$ cat config.mk
export PLATFORM = sky130hd
export DESIGN_NAME = decode_stage
export DESIGN_NICKNAME = d
export VERILOG_FILES = /design/src/rtl/decode_stage.sv
export SDC_FILE = /design/constraint.sdc
export NUM_CORES = 1
export LEC_CHECK = 0
export CORE_ASPECT_RATIO = 0.7
export CORE_MARGIN = 2
export CORE_UTILIZATION = 49
export CTS_CLUSTER_DIAMETER = 30
export DETAILED_ROUTE_END_ITERATION = 6
export GPL_ROUTABILITY_DRIVEN = 0
export PLACE_DENSITY = 0.87
export SLEW_MARGIN = 40
export SYNTH_ARGS = -nofsm -noshare
export SYNTH_HDL_FRONTEND = slang
export SYNTH_SLANG_ARGS = --single-unit
$ cat constraint.sdc
create_clock -name clk -period 2.45 [get_ports clk]
set_clock_uncertainty 0.05 [all_clocks]
set_input_delay 0.3675 -clock clk [delete_from_list [all_inputs] [get_ports clk]]
set_output_delay 0.3675 -clock clk [all_outputs]
set_load 0.02 [all_outputs]
$ cat src/rtl/decode_stage.sv
// RV32I decode stage: combinational decode of the fetched instruction word
// into the control bundle, registered once for execute/memory/writeback.

package controlsgs_pkg;
    typedef struct packed {
        logic [4:0]  rs1;
        logic [4:0]  rs2;
        logic [4:0]  rd;
        logic [31:0] imm;
        logic [3:0]  alu_op;
        logic [1:0]  alu_src_a;
        logic        alu_src_b;
        logic        reg_write;
        logic        mem_read;
        logic        mem_write;
        logic [1:0]  mem_size;
        logic        mem_unsigned;
        logic        branch;
        logic [2:0]  branch_cond;
        logic        jump;
        logic        jalr;
        logic [1:0]  wb_sel;
        logic        illegal;
    } controlsgs_t;

    localparam logic [3:0] ALU_ADD   = 4'd0;
    localparam logic [3:0] ALU_SUB   = 4'd1;
    localparam logic [3:0] ALU_SLL   = 4'd2;
    localparam logic [3:0] ALU_SLT   = 4'd3;
    localparam logic [3:0] ALU_SLTU  = 4'd4;
    localparam logic [3:0] ALU_XOR   = 4'd5;
    localparam logic [3:0] ALU_SRL   = 4'd6;
    localparam logic [3:0] ALU_SRA   = 4'd7;
    localparam logic [3:0] ALU_OR    = 4'd8;
    localparam logic [3:0] ALU_AND   = 4'd9;
    localparam logic [3:0] ALU_PASSB = 4'd10;

    localparam logic [1:0] SRCA_RS1  = 2'd0;
    localparam logic [1:0] SRCA_PC   = 2'd1;
    localparam logic [1:0] SRCA_ZERO = 2'd2;

    localparam logic [1:0] WB_ALU    = 2'd0;
    localparam logic [1:0] WB_MEM    = 2'd1;
    localparam logic [1:0] WB_PC4    = 2'd2;
endpackage

module decode_stage
    import controlsgs_pkg::*;
#(
    parameter int XLEN = 32
) (
    input  logic        clk,
    input  logic        rst,
    input  logic [31:0] instr,
    output controlsgs_t controlsgs
);

    localparam logic [6:0] OPC_OP     = 7'h33;
    localparam logic [6:0] OPC_OP_IMM = 7'h13;
    localparam logic [6:0] OPC_LOAD   = 7'h03;
    localparam logic [6:0] OPC_STORE  = 7'h23;
    localparam logic [6:0] OPC_BRANCH = 7'h63;
    localparam logic [6:0] OPC_JAL    = 7'h6F;
    localparam logic [6:0] OPC_JALR   = 7'h67;
    localparam logic [6:0] OPC_LUI    = 7'h37;
    localparam logic [6:0] OPC_AUIPC  = 7'h17;
    localparam logic [6:0] OPC_MISC   = 7'h0F;
    localparam logic [6:0] OPC_SYSTEM = 7'h73;

    logic [6:0] opcode;
    logic [2:0] funct3;
    logic [6:0] funct7;

    assign opcode = instr[6:0];
    assign funct3 = instr[14:12];
    assign funct7 = instr[31:25];

    logic [XLEN-1:0] imm_i, imm_s, imm_b, imm_u, imm_j;

    assign imm_i = {{(XLEN-12){instr[31]}}, instr[31:20]};
    assign imm_s = {{(XLEN-12){instr[31]}}, instr[31:25], instr[11:7]};
    assign imm_b = {{(XLEN-13){instr[31]}}, instr[31], instr[7], instr[30:25], instr[11:8], 1'b0};
    assign imm_u = {instr[31:12], 12'b0};
    assign imm_j = {{(XLEN-21){instr[31]}}, instr[31], instr[19:12], instr[20], instr[30:21], 1'b0};

    // funct3 -> ALU op shared by OP and OP-IMM; funct7 overrides handled by caller
    function automatic logic [3:0] alu_base(input logic [2:0] f3);
        case (f3)
            3'd0:    alu_base = ALU_ADD;
            3'd1:    alu_base = ALU_SLL;
            3'd2:    alu_base = ALU_SLT;
            3'd3:    alu_base = ALU_SLTU;
            3'd4:    alu_base = ALU_XOR;
            3'd5:    alu_base = ALU_SRL;
            3'd6:    alu_base = ALU_OR;
            default: alu_base = ALU_AND;
        endcase
    endfunction

    controlsgs_t ctl_d, ctl_q;
    logic        ill;

    // Combinational decode; any illegal encoding collapses to a bare illegal flag
    always_comb begin
        ctl_d     = '0;
        ill       = 1'b0;
        ctl_d.rs1 = instr[19:15];
        ctl_d.rs2 = instr[24:20];
        ctl_d.rd  = instr[11:7];
        case (opcode)
            OPC_OP: begin
                ctl_d.reg_write = 1'b1;
                if (funct7 == 7'h00) begin
                    ctl_d.alu_op = alu_base(funct3);
                end else if (funct7 == 7'h20 && funct3 == 3'd0) begin
                    ctl_d.alu_op = ALU_SUB;
                end else if (funct7 == 7'h20 && funct3 == 3'd5) begin
                    ctl_d.alu_op = ALU_SRA;
                end else begin
                    ill = 1'b1;
                end
            end
            OPC_OP_IMM: begin
                ctl_d.imm       = imm_i;
                ctl_d.alu_src_b = 1'b1;
                ctl_d.reg_write = 1'b1;
                ctl_d.alu_op    = alu_base(funct3);
                // Shift-immediates reuse the upper immediate bits as funct7
                if (funct3 == 3'd1 && funct7 != 7'h00) ill = 1'b1;
                if (funct3 == 3'd5) begin
                    if (funct7 == 7'h20)      ctl_d.alu_op = ALU_SRA;
                    else if (funct7 != 7'h00) ill = 1'b1;
                end
            end
            OPC_LOAD: begin
                ctl_d.imm          = imm_i;
                ctl_d.alu_src_b    = 1'b1;
                ctl_d.mem_read     = 1'b1;
                ctl_d.reg_write    = 1'b1;
                ctl_d.wb_sel       = WB_MEM;
                ctl_d.mem_size     = funct3[1:0];
                ctl_d.mem_unsigned = funct3[2];
                if (funct3 == 3'd3 || funct3 == 3'd6 || funct3 == 3'd7) ill = 1'b1;
            end
            OPC_STORE: begin
                ctl_d.imm       = imm_s;
                ctl_d.alu_src_b = 1'b1;
                ctl_d.mem_write = 1'b1;
                ctl_d.mem_size  = funct3[1:0];
                if (funct3 > 3'd2) ill = 1'b1;
            end
            OPC_BRANCH: begin
                ctl_d.imm         = imm_b;
                ctl_d.alu_op      = ALU_SUB;
                ctl_d.branch      = 1'b1;
                ctl_d.branch_cond = funct3;
                if (funct3 == 3'd2 || funct3 == 3'd3) ill = 1'b1;
            end
            OPC_JAL: begin
                ctl_d.imm       = imm_j;
                ctl_d.alu_src_a = SRCA_PC;
                ctl_d.alu_src_b = 1'b1;
                ctl_d.jump      = 1'b1;
                ctl_d.reg_write = 1'b1;
                ctl_d.wb_sel    = WB_PC4;
            end
            OPC_JALR: begin
                ctl_d.imm       = imm_i;
                ctl_d.alu_src_b = 1'b1;
                ctl_d.jump      = 1'b1;
                ctl_d.jalr      = 1'b1;
                ctl_d.reg_write = 1'b1;
                ctl_d.wb_sel    = WB_PC4;
                if (funct3 != 3'd0) ill = 1'b1;
            end
            OPC_LUI: begin
                ctl_d.imm       = imm_u;
                ctl_d.alu_src_a = SRCA_ZERO;
                ctl_d.alu_src_b = 1'b1;
                ctl_d.reg_write = 1'b1;
            end
            OPC_AUIPC: begin
                ctl_d.imm       = imm_u;
                ctl_d.alu_src_a = SRCA_PC;
                ctl_d.alu_src_b = 1'b1;
                ctl_d.reg_write = 1'b1;
            end
            OPC_MISC, OPC_SYSTEM: begin
                // Fences and system ops retire as NOPs in this core
            end
            default: ill = 1'b1;
        endcase
        if (ill) begin
            ctl_d         = '0;
            ctl_d.illegal = 1'b1;
        end
    end

    // Output register; reset injects an all-zero bubble
    always_ff @(posedge clk) begin
        if (rst) ctl_q <= '0;
        else     ctl_q <= ctl_d;
    end

    assign controlsgs = ctl_q;

endmodule

==> metrics.md <==
| Metric | Value |
|---|---|
| RSZ-0062 raised after global routing | false |
| Vias in the first global route | 2772 |
| Worst-path maximum fanout | 23 |
| Drt pass-1 iters | 5 |
| CTS tree | built |
| Design area | 4531 µm² |
| Drt wl/cell | 16.82 µm |
| Final Hold Fails | 0 |
| Post-synthesis mux area share | 0 |
| Antenna fix cells | 0 |
| CP Launch Point | instr[12] |
| Total GRT Usage | 0.2635 |
| Leakage | 1.564 nW |
| Storage cell area | 1381 µm² |
| WHS | 537.1 ps |
| HP Class | input port to flop |
| Max IR drop VDD | 0.3909 mV |
| Endpoint of the worst setup timing path | controlsgs[48]$_SDFF_PP0_ |
| Die height | 69.87 µm |
| Crit path kind | input port to flop |
| GRT overflow | 0 |
| Largest register FFs | 69 |
| XOR/XNOR Fraction of Synth Area | 0.008653 |
| Post-synthesis simple-gate area fraction | 0.3259 |
| Critical Path RT | 2640 ps |
| I/O Buffers | 102 |
| Initial DRC count | 228 |
| Final wirelength | 8664 µm |
| Via count | 2884 |
| Post-CTS setup buffers | 0 |
| Sequential share of the synthesized area | 0.4549 |
| Share of cells above drive strength 1 | 0.2682 |
| Compound-Gate Fraction of Synth Area | 0.1331 |
| Number of fill cells | 383 |
| Synth Instances | 310 |
| Area of the multi-input gates | 1438 µm² |
| Post-route ant nets | 0 |
| Final #Nets | 469 |
| Clock Path Buffers | 2 |
| DRC errors left | 0 |
| Die area | 6853 µm² |
| Commonest non-fill, non-tap cells in the layout | 102 x clkdlybuf4s50_1, 69 x dfxtp_1, 50 x nor3_2, 35 x buf_4, 28 x a21oi_1 |
| PD cells | 519.7 nW/µm² |
| Die W | 98.09 µm |
| Syn-to-layout area delta | 49.20% |
| Worst Setup End Kind | flop |
| Gates resized, CTS repair | 0 |
| Max Freq | 454.0 MHz |
| Clk slew on worst S/H paths | 70 ps |
| Worst-Margin Slew | 424.6 ps |
| Max cap viols | 0 |
| Area of the core | 5842 µm² |
| Largest family of logic cells by synthesized area | simple AND/OR/NAND/NOR gates |
| Yosys warnings | 0 |
| Crit path arrival time | 2390 ps |
| Slew Viols, Final | 0 |
| Min Tclk post-route | 2203 ps |
| Status | completed |
| Via/cell ratio | 5.600 |
| FP Rows | 23 |
| Syn nets | 344 |
| Initial antenna violation count | 0 |
| Critical path launch point type | input port |
| Placed inst area | 4332 µm² |
| Largest net degree at the start of global routing | 36 |
| Post-DP HPWL | 6335 µm |
| Period utilisation layout | 0.8990 |
| I/O Pins | 103 |
| Clk root buf | clkbuf_8 |
| #FFs+latches synth | 69 |
| Post-Syn Area per Cell | 9.796 µm² |
| Global-route wire length before repair | 14260 µm |
| Relative slew slack | 0.7096 |
| Post-Synth Adder-Cell Area | 0 |
| Initial core utilization | 0.5198 |
| Leading cell type in the layout, fill and taps excluded | clkdlybuf4s50_1 |
| Core Util, Final | 0.7755 |
| TritonCTS buffer count | 9 |
| Hold buffer count at cts | 0 |
| Library cells used by synthesis | 54 |
| Max H-tree Level | 3 |
| Synthesized area | 3037 µm² |
| Final setup viols | 0 |
| Clock sink count | 69 |
-- area by class of cell --
class / count / share of cell area
clock buffer: 10 / 0.03038
tap: 75 / 0.02071
sequential: 69 / 0.3049
clock inverter: 6 / 0.01353
timing repair buffer: 140 / 0.2966
multi-input combinational: 195 / 0.3173
inverter: 20 / 0.01657
-- worst max-delay path, cell delays in order --
cell and delay [ps]:
clkdlybuf4s50_1 600, xor2_1 220, o21ai_0 110, and4_1 250
o311ai_4 330, buf_4 420, nor3_2 80
-- kinds of logic after synthesis --
kind of cell | Yosys count
simple gates | 132
flops | 69
compound gates | 60
buf+inv | 46
xor+xnor | 3
-- power by group --
part,switching [W],leakage [nW],internal [W]
clock,0.000429,0.102,0.000495
combinational,0.000169,0.905,0.000133
sequential,0.00000158,0.556,0.00113
-- per-layer routing --
layer,global-route usage,vias up,share of wire
met5,0,-,0
met4,0.08179,0,0.024
met3,0.1091,31,0.12
met2,0.3805,185,0.43
met1,0.3588,1322,0.43
li1,-,1346,-
-- cells in the mapped netlist, drive strengths merged --
cell type | n | share of area
o32a | 1 | 0.0033
and4b | 1 | 0.0033
and2b | 1 | 0.0025
or4 | 1 | 0.0037
xnor2 | 2 | 0.0058
clkbuf | 4 | 0.0049
o311ai | 1 | 0.0054
and2 | 2 | 0.0041
or2 | 3 | 0.0070
nand2b | 4 | 0.0082
and3 | 1 | 0.0021
nand3 | 6 | 0.012
nor4b | 5 | 0.019
nand3b | 4 | 0.0099
nor2b | 4 | 0.0082
nor2 | 9 | 0.011
a21oi | 29 | 0.049
and4 | 1 | 0.0029
xor2 | 1 | 0.0029
a31oi | 5 | 0.015
a2111oi | 1 | 0.0029
o21ai | 6 | 0.0099
o31ai | 1 | 0.0025
o41ai | 1 | 0.0029
buf | 22 | 0.048
nand2 | 20 | 0.025
o311a | 1 | 0.0033
a22oi | 4 | 0.0099
inv | 20 | 0.025
a41oi | 1 | 0.0029
a32oi | 1 | 0.0029
o22ai | 3 | 0.010
dfxtp | 69 | 0.45
o21a | 1 | 0.0025
a211oi | 3 | 0.0074
nand4 | 2 | 0.0041
nor3 | 64 | 0.19
nor4 | 2 | 0.0091
and4bb | 1 | 0.0041
nand4b | 1 | 0.0029
a2bb2oi | 1 | 0.0029
-- per-stage QoR --
step	setup slack (ps)	cells	total power [W]	setup TNS, ps
finish	247.4	515	0.002355	0
global route	111.0	515	0.002436	0
CTS	259.7	515	0.002368	0
detailed placement	-89.53	499	0.001448	-1868
global placement	28.00	499	0.001442	0
floorplan	657.9	310	0.001306	0
-- worst min path at each step --
stage,to,depth (start not counted),start
floorplan,controlsgs[0]$_SDFF_PP0_,1,rst
global placement,controlsgs[64]$_SDFF_PP0_,3,instr[15]
detailed placement,controlsgs[55]$_SDFF_PP0_,3,instr[8]
CTS,controlsgs[55]$_SDFF_PP0_,3,instr[8]
global route,controlsgs[66]$_SDFF_PP0_,3,instr[17]
finish,controlsgs[67]$_SDFF_PP0_,3,instr[18]
Power figures use the tool's default switching activity.
